===== src/rtl/mtimer_if.sv =====
// Bus port of the machine timer: single-cycle request, fixed one-cycle response.
interface mtimer_if;
   // req is a one-cycle strobe that is always accepted, and no ready signal exists.
   // Exactly one cycle later, ack pulses for one cycle. rdata and err are meaningful
   // only while ack is high, and rdata is forced to zero otherwise.
   logic        req;
   logic        we;
   logic [4:0]  addr;
   logic [31:0] wdata;
   logic [31:0] rdata;
   logic        ack;
   logic        err;

   modport master (output req, we, addr, wdata, input rdata, ack, err);
   modport slave  (input req, we, addr, wdata, output rdata, ack, err);
endinterface


===== src/rtl/mtimer.sv =====
// Machine timer: 64-bit mtime with prescaler, 64-bit mtimecmp, msip, and a register bus.
module mtimer #(
   parameter int unsigned PRESCALE = 1,
   parameter int unsigned HART_ID  = 0
) (
   input  logic    i_clk,
   input  logic    i_rst,
   input  logic    i_halt,
   mtimer_if.slave bus,
   output logic    o_tip,
   output logic    o_sip
);
   localparam logic [15:0] PS_LAST = 16'(PRESCALE - 1);

   logic [15:0] presc;
   logic [63:0] mtime;
   logic [63:0] mtimecmp;
   logic        msip;
   logic        tick;
   logic        addr_ok;
   logic        wr;
   logic        wr_mtime;
   logic [31:0] rd_mux;
   logic        unused_hart;

   assign unused_hart = ^32'(HART_ID);

   assign tick     = !i_halt && (presc == PS_LAST);
   assign addr_ok  = (bus.addr[1:0] == 2'b00) && (bus.addr <= 5'h10);
   assign wr       = bus.req && bus.we && addr_ok;
   // Offsets 0x00 and 0x04 are the two halves of mtime.
   assign wr_mtime = wr && (bus.addr[4:3] == 2'b00);

   always_comb begin
      rd_mux = '0;
      case (bus.addr[4:2])
         3'd0:    rd_mux = mtime[31:0];
         3'd1:    rd_mux = mtime[63:32];
         3'd2:    rd_mux = mtimecmp[31:0];
         3'd3:    rd_mux = mtimecmp[63:32];
         3'd4:    rd_mux = {31'b0, msip};
         default: rd_mux = '0;
      endcase
   end

   always_ff @(posedge i_clk) begin
      if (i_rst) begin
         presc     <= '0;
         mtime     <= '0;
         mtimecmp  <= '1;
         msip      <= 1'b0;
         o_tip     <= 1'b0;
         bus.ack   <= 1'b0;
         bus.err   <= 1'b0;
         bus.rdata <= '0;
      end else begin
         if (!i_halt) presc <= tick ? 16'd0 : presc + 16'd1;

         // A software write to either half suppresses the tick for the whole 64 bits.
         if (wr_mtime) begin
            if (bus.addr[2]) mtime[63:32] <= bus.wdata;
            else             mtime[31:0]  <= bus.wdata;
         end else if (tick) begin
            mtime <= mtime + 64'd1;
         end

         if (wr && bus.addr[4:2] == 3'd2) mtimecmp[31:0]  <= bus.wdata;
         if (wr && bus.addr[4:2] == 3'd3) mtimecmp[63:32] <= bus.wdata;
         if (wr && bus.addr[4:2] == 3'd4) msip            <= bus.wdata[0];

         o_tip     <= (mtime >= mtimecmp);
         bus.ack   <= bus.req;
         bus.err   <= bus.req && !addr_ok;
         bus.rdata <= (bus.req && !bus.we && addr_ok) ? rd_mux : 32'd0;
      end
   end

   assign o_sip = msip;
endmodule


===== src/flat_wrapper.sv =====
// flat-port wrapper written by rule: the top's interface ports become plain ports
module mtimer_flat 
#(
   parameter int unsigned PRESCALE = 1,
   parameter int unsigned HART_ID  = 0
)
  (i_clk, i_rst, i_halt, o_tip, o_sip, bus_req, bus_we, bus_addr, bus_wdata, bus_rdata, bus_ack, bus_err);
  mtimer_if bus_i ();
  input  logic i_clk;
  input  logic i_rst;
  input  logic i_halt;
  output logic o_tip;
  output logic o_sip;
  input wire logic [$bits(bus_i.req)-1:0] bus_req;
  input wire logic [$bits(bus_i.we)-1:0] bus_we;
  input wire logic [$bits(bus_i.addr)-1:0] bus_addr;
  input wire logic [$bits(bus_i.wdata)-1:0] bus_wdata;
  output wire logic [$bits(bus_i.rdata)-1:0] bus_rdata;
  output wire logic [$bits(bus_i.ack)-1:0] bus_ack;
  output wire logic [$bits(bus_i.err)-1:0] bus_err;
  assign bus_i.req = bus_req;
  assign bus_i.we = bus_we;
  assign bus_i.addr = bus_addr;
  assign bus_i.wdata = bus_wdata;
  assign bus_rdata = bus_i.rdata;
  assign bus_ack = bus_i.ack;
  assign bus_err = bus_i.err;
  mtimer #(.PRESCALE(PRESCALE), .HART_ID(HART_ID)) u_core (.i_clk(i_clk), .i_rst(i_rst), .i_halt(i_halt), .bus(bus_i), .o_tip(o_tip), .o_sip(o_sip));
endmodule

===== config.mk =====
export PLATFORM = sky130hd
export DESIGN_NAME = mtimer_flat
export DESIGN_NICKNAME = d
export VERILOG_FILES = /design/src/rtl/mtimer_if.sv /design/src/rtl/mtimer.sv /design/src/flat_wrapper.sv
export SDC_FILE = /design/constraint.sdc
export NUM_CORES = 1
export LEC_CHECK = 0
export BUFFER_PORTS_ARGS = -buffer_cell sky130_fd_sc_hd__buf_4
export CORE_UTILIZATION = 35
export DETAILED_ROUTE_END_ITERATION = 7
export PLACE_DENSITY = 0.57
export SETUP_SLACK_MARGIN = 0.05
export SYNTH_ARGS = -nofsm -noshare
export SYNTH_HDL_FRONTEND = slang
export SYNTH_SLANG_ARGS = --single-unit

===== constraint.sdc =====
create_clock -name i_clk -period 3.35 [get_ports i_clk]
set_input_delay 0.1675 -clock i_clk [delete_from_list [all_inputs] [get_ports i_clk]]
set_output_delay 0.1675 -clock i_clk [all_outputs]
set_load 0.005 [all_outputs]

==> flow_metrics.py, run 1 <==
metrics = {
    "place": {
        "gp_congestion": 0.924,
        "io_buffers": 77,
        "placed_cells": 1792,
        "dp_hpwl_um": 25100,
        "dpl_cell_area_um2": 11700,
    },
    "routing": {
        "drc": 0,
        "vias": 10600,
        "drt_iter0_markers": 903,
        "dr.pass1.iters": 5,
        "wirelength_um": 36200,
        "final_antenna_net_count": 0,
        "wl_per_cell_um": 19.5,
        "vias_per_cell": 5.69,
    },
    "synthesis": {
        "ys_top_cells_by_area": "dfxtp_1 34%, ha_1 8.0%, nand2_1 7.8%",
        "synth_top_cell_by_area": "dfxtp_1",
        "netlist-cell-type-count": 66,
        "synth-seq-cells": 180,
        "syn_area_um2": 10500,
        "synth-seq-area-share_pct": 34.2,
        "synth_cells": 1369,
        "async_reset_ff_share_pct": 0,
        "synthFlopType": "dfxtp_1",
        "synth_nets": 1478,
        "synth_edf_count": 0,
        "synth_top_area_share_pct": 34.2,
        "syn_avg_cell_area_um2": 7.69,
        "yosys_warnings": 0,
    },
    "pwr": {
        "p_per_area_nw_per_um2": 369,
        "p_int_w": 0.00346,
        "seqPwrFrac_pct": 47.2,
        "p_sw_w": 0.00118,
        "pwr-share-comb_pct": 8.3,
        "swShare_pct": 25.5,
        "p_leak_nw": 5.60,
        "p_total_w": 0.00464,
        "clkPwrFrac_pct": 44.5,
        "peakVddDrop_v": 0.000346,
    },
    "timing": {
        "setup_violations": 0,
        "fin_crit_ps": 2780,
        "tns_ps": 0,
        "finalHoldViolCount": 0,
        "relSlewSlack_pct": 42.8,
        "skew_ps": 12.2,
        "max_freq_ghz": 0.360,
        "rsz0062_at_grt": "no",
        "period_share_pct": 83.0,
        "tightest_slew_ps": 857,
        "drv_slew": 0,
    },
    "global_routing": {
        "antenna_found_initial": 0,
        "grt_pass1_wl_um": 56700,
        "grt_pass1_vias": 10000,
        "grt.overflow.total": 0,
        "grt_max_degree": 90,
        "track_usage_pct": 23.8,
    },
    "cells_and_area": {
        "final_nets": 1562,
        "area_delta_synth_final_pct": 19.4,
        "antenna_cells": 0,
        "finalInstanceArea_um2": 12600,
        "final_cell_mix": "219 x nand2_1, 180 x dfxtp_1, 127 x buf_4, 104 x a21oi_1, 81 x a22oi_1",
        "layout_commonest_cell": "nand2_1",
        "num-fill-cells": 3055,
        "drive_gt1_share_pct": 12.1,
        "finalNonFillerCells": 1856,
    },
    "critical_path": {
        "endpoint": "u_core.mtime[31]$_SDFFE_PP0P_",
        "crit_type": "flip-flop to flip-flop",
        "crit_start": "u_core.presc[0]$_SDFFE_PP0N_",
        "cp_common_cell": "or4_1",
        "path_cells": "inv_1 -> ha_1 -> or4b_1 -> or4_1 -> nor2_4 -> nand3_2 -> or4_1 -> a31oi_1",
        "r2r_slack_ps": 570,
        "cp-start-kind": "flip-flop",
        "r2r_cells": 8,
        "critPathMaxStageDelay_ps": 740,
        "crit_path_end_kind": "flip-flop",
        "arrival_ps": 3160,
        "reg2reg_to": "u_core.mtime[31]$_SDFFE_PP0P_",
        "worst_path_max_delay_cell": "or4_1",
        "required_ps": 3730,
        "cp_max_fo": 9,
        "r2r-start": "u_core.presc[0]$_SDFFE_PP0N_",
    },
    "status": {
        "status": "finished, final reports clean",
    },
    "hold_path": {
        "min_path_cells": 3,
        "hold_class": "input port to flip-flop",
    },
    "clock_tree": {
        "clk_latency_ps": 450,
        "cts.sinks": 180,
        "cts_buffers": 17,
        "cts_max_level": 4,
        "cts_tree": "built",
        "clk_pin_slew_worst_paths_ps": 70,
        "clockBufferDepth": 2,
        "root_buffer": "clkbuf_16",
    },
    "floorplan": {
        "start_util_pct": 35.5,
        "die_x_um": 175,
        "dieArea_um2": 30800,
        "core_area_um2": 29600,
        "ios": 78,
        "die_h_um": 175,
        "rows": 63,
    },
    "run": {
        "maxCapViolCount": 0,
    },
}
## flip-flops by register name (all words and copies together), names as in the netlist
signal / count
u_core.bus.rdata: 32
u_core.o_sip: 1
u_core.presc: 16
u_core.mtime: 64
u_core.bus.ack: 1
u_core.mtimecmp: 64
u_core.o_tip: 1
u_core.bus.err: 1
## worst min path at each step
stage | start | to | slack [ps]
final | i_halt | u_core.presc[1]$_SDFFE_PP0N_ | 20
after global routing | i_halt | u_core.presc[1]$_SDFFE_PP0N_ | 2
after CTS | bus_wdata[9] | u_core.mtimecmp[41]$_SDFFE_PP1P_ | 2
after detailed placement | bus_wdata[16] | u_core.mtimecmp[16]$_SDFFE_PP1P_ | 410
after global placement | bus_wdata[16] | u_core.mtimecmp[48]$_SDFFE_PP1P_ | 400
after floorplan | bus_wdata[0] | u_core.mtimecmp[0]$_SDFFE_PP1P_ | 290
## per-layer routing
layer	wire length [µm]	global-route usage, %
met1	16700	31.8
met2	16500	38.5
met3	2130	4.09
met4	946	8.59
met5	0	0
## Yosys cell counts, types with 12 or more instances
| master | count |
|---|---|
| nand2_1 | 219 |
| dfxtp_1 | 180 |
| a21oi_1 | 105 |
| clkbuf_1 | 83 |
| a22oi_1 | 81 |
| nor2_1 | 76 |
| inv_1 | 74 |
| nand3b_1 | 69 |
| ha_1 | 67 |
| o21ai_0 | 59 |
| nand3_1 | 48 |
| nand4_1 | 45 |
| nor3_1 | 25 |
| a21o_1 | 17 |
| and3_1 | 17 |
| nor4_1 | 16 |
| mux2i_1 | 14 |
| a211oi_1 | 12 |
## kinds of logic after synthesis
family / count (synthesis) / share of synthesized area (%)
compound gates: 348 / 21.1
buf+inv: 170 / 6.18
fa+ha+maj: 67 / 7.96
mux: 15 / 1.44
flops: 180 / 34.2
xor+xnor: 12 / 0.998
simple gates: 577 / 28.2
## final cells by class
type	instances	area, µm²	area share [%]
inverters	74	278	2.21
flip-flops and latches	180	3600	28.6
multi-input cells	1019	6310	50.2
repair buffers	161	1310	10.4
clock buffers	20	457	3.63
well taps	390	488	3.88
clock inverters	12	130	1.03
## worst max-delay path: cells and delay by family (launching register included)
kind            cells  cell delay (ps)
simple gates        5             1940
flops               1              390
compound gates      1              160
fa+ha+maj           1              130
buf+inv             1               90
## power groups by stage
stage / registers [W] / clock network [W] / logic [W]
floorplan: 0.00223 / 0 / 0.000201
global placement: 0.00224 / 0 / 0.000351
detailed placement: 0.00224 / 0 / 0.000354
CTS: 0.00219 / 0.00210 / 0.000384
global route: 0.00219 / 0.00220 / 0.000419
finish: 0.00219 / 0.00206 / 0.000386
## per-stage QoR
stage / util (%) / hold slack [ps] / setup slack, ps
after global placement: 39.4 / 404 / 618
after global routing: 42.4 / 2.33 / 394
after detailed placement: 39.4 / 411 / 575
final: 42.4 / 19.2 / 570
after CTS: 42.4 / 1.54 / 566
after floorplan: - / 288 / 733
## repair_timing
action | 4_1_cts | 5_1_grt
endpoints found under the hold margin | 60 | 0
buffers inserted | 0 | 0
resized for setup | 0 | 0
hold buffers | 32 | 0
Note: power is estimated with default switching activity, not from simulation.
==> run 2, diff against run 1 <==
==> constraint.sdc (replaced) <==
create_clock -name i_clk -period 2.8 [get_ports i_clk]
set_input_delay 0.14 -clock i_clk [delete_from_list [all_inputs] [get_ports i_clk]]
set_output_delay 0.14 -clock i_clk [all_outputs]
set_load 0.005 [all_outputs]
==> flow_metrics.py, run 2 (synthesized netlist as in run 1, its figures left out) <==
metrics = {
    "routing": {
        "drt_iter0_markers": 1039,
        "final_antenna_net_count": 0,
        "wirelength_um": 36900,
        "drc": 0,
        "vias_per_cell": 5.71,
        "dr.pass1.iters": 6,
        "vias": 10800,
        "wl_per_cell_um": 19.5,
    },
    "global_routing": {
        "grt_pass1_vias": 10200,
        "grt_max_degree": 76,
        "track_usage_pct": 24.3,
        "grt_pass1_wl_um": 58600,
        "antenna_found_initial": 1,
        "grt.overflow.total": 0,
    },
    "floorplan": {
        "rows": 63,
        "dieArea_um2": 30800,
        "ios": 78,
        "start_util_pct": 35.5,
        "die_x_um": 175,
        "core_area_um2": 29600,
        "die_h_um": 175,
    },
    "cells_and_area": {
        "num-fill-cells": 3011,
        "area_delta_synth_final_pct": 22.4,
        "final_cell_mix": "219 x nand2_1, 180 x dfxtp_1, 161 x buf_4, 104 x a21oi_1, 81 x a22oi_1",
        "layout_commonest_cell": "nand2_1",
        "final_nets": 1601,
        "antenna_cells": 0,
        "reg_top3": "u_core.mtime x64, u_core.mtimecmp x64, u_core.bus.rdata x32",
        "drive_gt1_share_pct": 14.2,
        "finalInstanceArea_um2": 12900,
        "final_util_pct": 43.5,
    },
    "clock_tree": {
        "cts_max_level": 4,
        "clockBufferDepth": 2,
        "cts_buffers": 17,
        "cts.sinks": 180,
        "cts_tree": "built",
        "clk_pin_slew_worst_paths_ps": 80,
        "clk_latency_ps": 460,
        "root_buffer": "clkbuf_16",
    },
    "timing": {
        "fin_crit_ps": 2580,
        "timing.final.ws_setup_ps": 216,
        "relSlewSlack_pct": 52.1,
        "tns_ps": 0,
        "holdWs_ps": 56.3,
        "skew_ps": 14.0,
        "period_share_pct": 92.3,
        "finalHoldViolCount": 0,
        "drv_slew": 0,
        "setup_violations": 0,
        "rsz0062_at_grt": "no",
        "tightest_slew_ps": 718,
        "max_freq_ghz": 0.387,
    },
    "critical_path": {
        "crit_type": "flip-flop to flip-flop",
        "crit_path_end_kind": "flip-flop",
        "r2r_cells": 8,
        "required_ps": 3180,
        "arrival_ps": 2960,
        "cp_max_fo": 5,
        "cp-start-kind": "flip-flop",
    },
    "pwr": {
        "swShare_pct": 27.4,
        "pwr-share-comb_pct": 9.0,
        "p_leak_nw": 5.81,
        "seqPwrFrac_pct": 46.7,
        "p_per_area_nw_per_um2": 434,
        "clkPwrFrac_pct": 44.4,
        "peakVddDrop_v": 0.000444,
        "p_sw_w": 0.00153,
        "p_int_w": 0.00406,
    },
    "place": {
        "gp_congestion": 0.931,
        "dp_hpwl_um": 26000,
        "io_buffers": 77,
        "dpl_cell_area_um2": 11900,
        "place_ws_ps": 220,
    },
    "hold_path": {
        "min_path_cells": 3,
        "hold_class": "input port to flip-flop",
    },
    "status": {
        "status": "finished, final reports clean",
    },
    "run": {
        "maxCapViolCount": 0,
    },
}
-- run 2: changes by cell type in the layout (fill, tap and decap cells not counted), sizes merged --
| cell | previous run | this run |
|---|---|---|
| clkbuf | 20 | 17 |
| bufinv | 2 | 1 |
| inv | 75 | 85 |
| buf | 129 | 164 |
| clkinv | 7 | 3 |
| dlygate4sd3 | 32 | 36 |
| clkinvlp | 2 | 0 |
-- run 2: cell type report --
cell class              instances  area, µm²  area share, %
multi-input cells            1019       6310           49.0
flip-flops and latches        180       3600           27.9
repair buffers                200       1630           12.6
well taps                     390        488           3.78
clock buffers                  17        425           3.30
inverters                      74        278           2.15
clock inverters                15        155           1.20
-- run 2: power groups by stage --
stage	registers, W	logic (W)	clock network, W
after global placement	0.00267	0.000449	0
after detailed placement	0.00267	0.000453	0
after global routing	0.00261	0.000541	0.00264
final	0.00261	0.000501	0.00248
after floorplan	0.00266	0.000240	0
after CTS	0.00261	0.000495	0.00252
-- run 2: worst paths after layout --
path	from	to	slack [ps]
setup / recovery	u_core.presc[0]$_SDFFE_PP0N_	u_core.mtime[36]$_SDFFE_PP0P_	220
hold / removal	bus_addr[2]	u_core.bus.rdata[0]$_SDFF_PP0_	60
hold reg to reg	u_core.mtimecmp[19]$_SDFFE_PP1P_	u_core.mtimecmp[19]$_SDFFE_PP1P_	490
setup reg to reg	u_core.presc[0]$_SDFFE_PP0N_	u_core.mtime[36]$_SDFFE_PP0P_	220
-- run 2: per-layer routing --
metal  vias to the layer above  track usage (%)  wire length, µm  share of wire [%]
met2                       395             39.1            16800                 45
met4                         0             7.10              809                2.2
met3                        51             4.07             2590                7.0
li1                       5204                -                -                  -
met1                      5164             33.3            16700                 45
met5                         -                0                0                  0
-- run 2: what timing repair did --
action	4_1_cts	5_1_grt
hold buffers	36	0
hold endpoints to repair	70	0
setup endpoints to repair	0	2
gates resized for setup	0	1
setup buffers	0	0
-- run 2: through the flow --
stage | instances | total power (W)
after floorplan | 1369 | 0.00290
after global placement | 1827 | 0.00311
after detailed placement | 1827 | 0.00312
after CTS | 1895 | 0.00562
after global routing | 1895 | 0.00579
final | 1895 | 0.00559
-- run 2: critical path: stages, from the launching register on --
cell       delay [ps]
dfxtp_1           320
inv_1              50
ha_1              130
or4b_1            470
or4_1             630
buf_4             220
a2111oi_0         400
nand2_1           110
a31oi_1           180
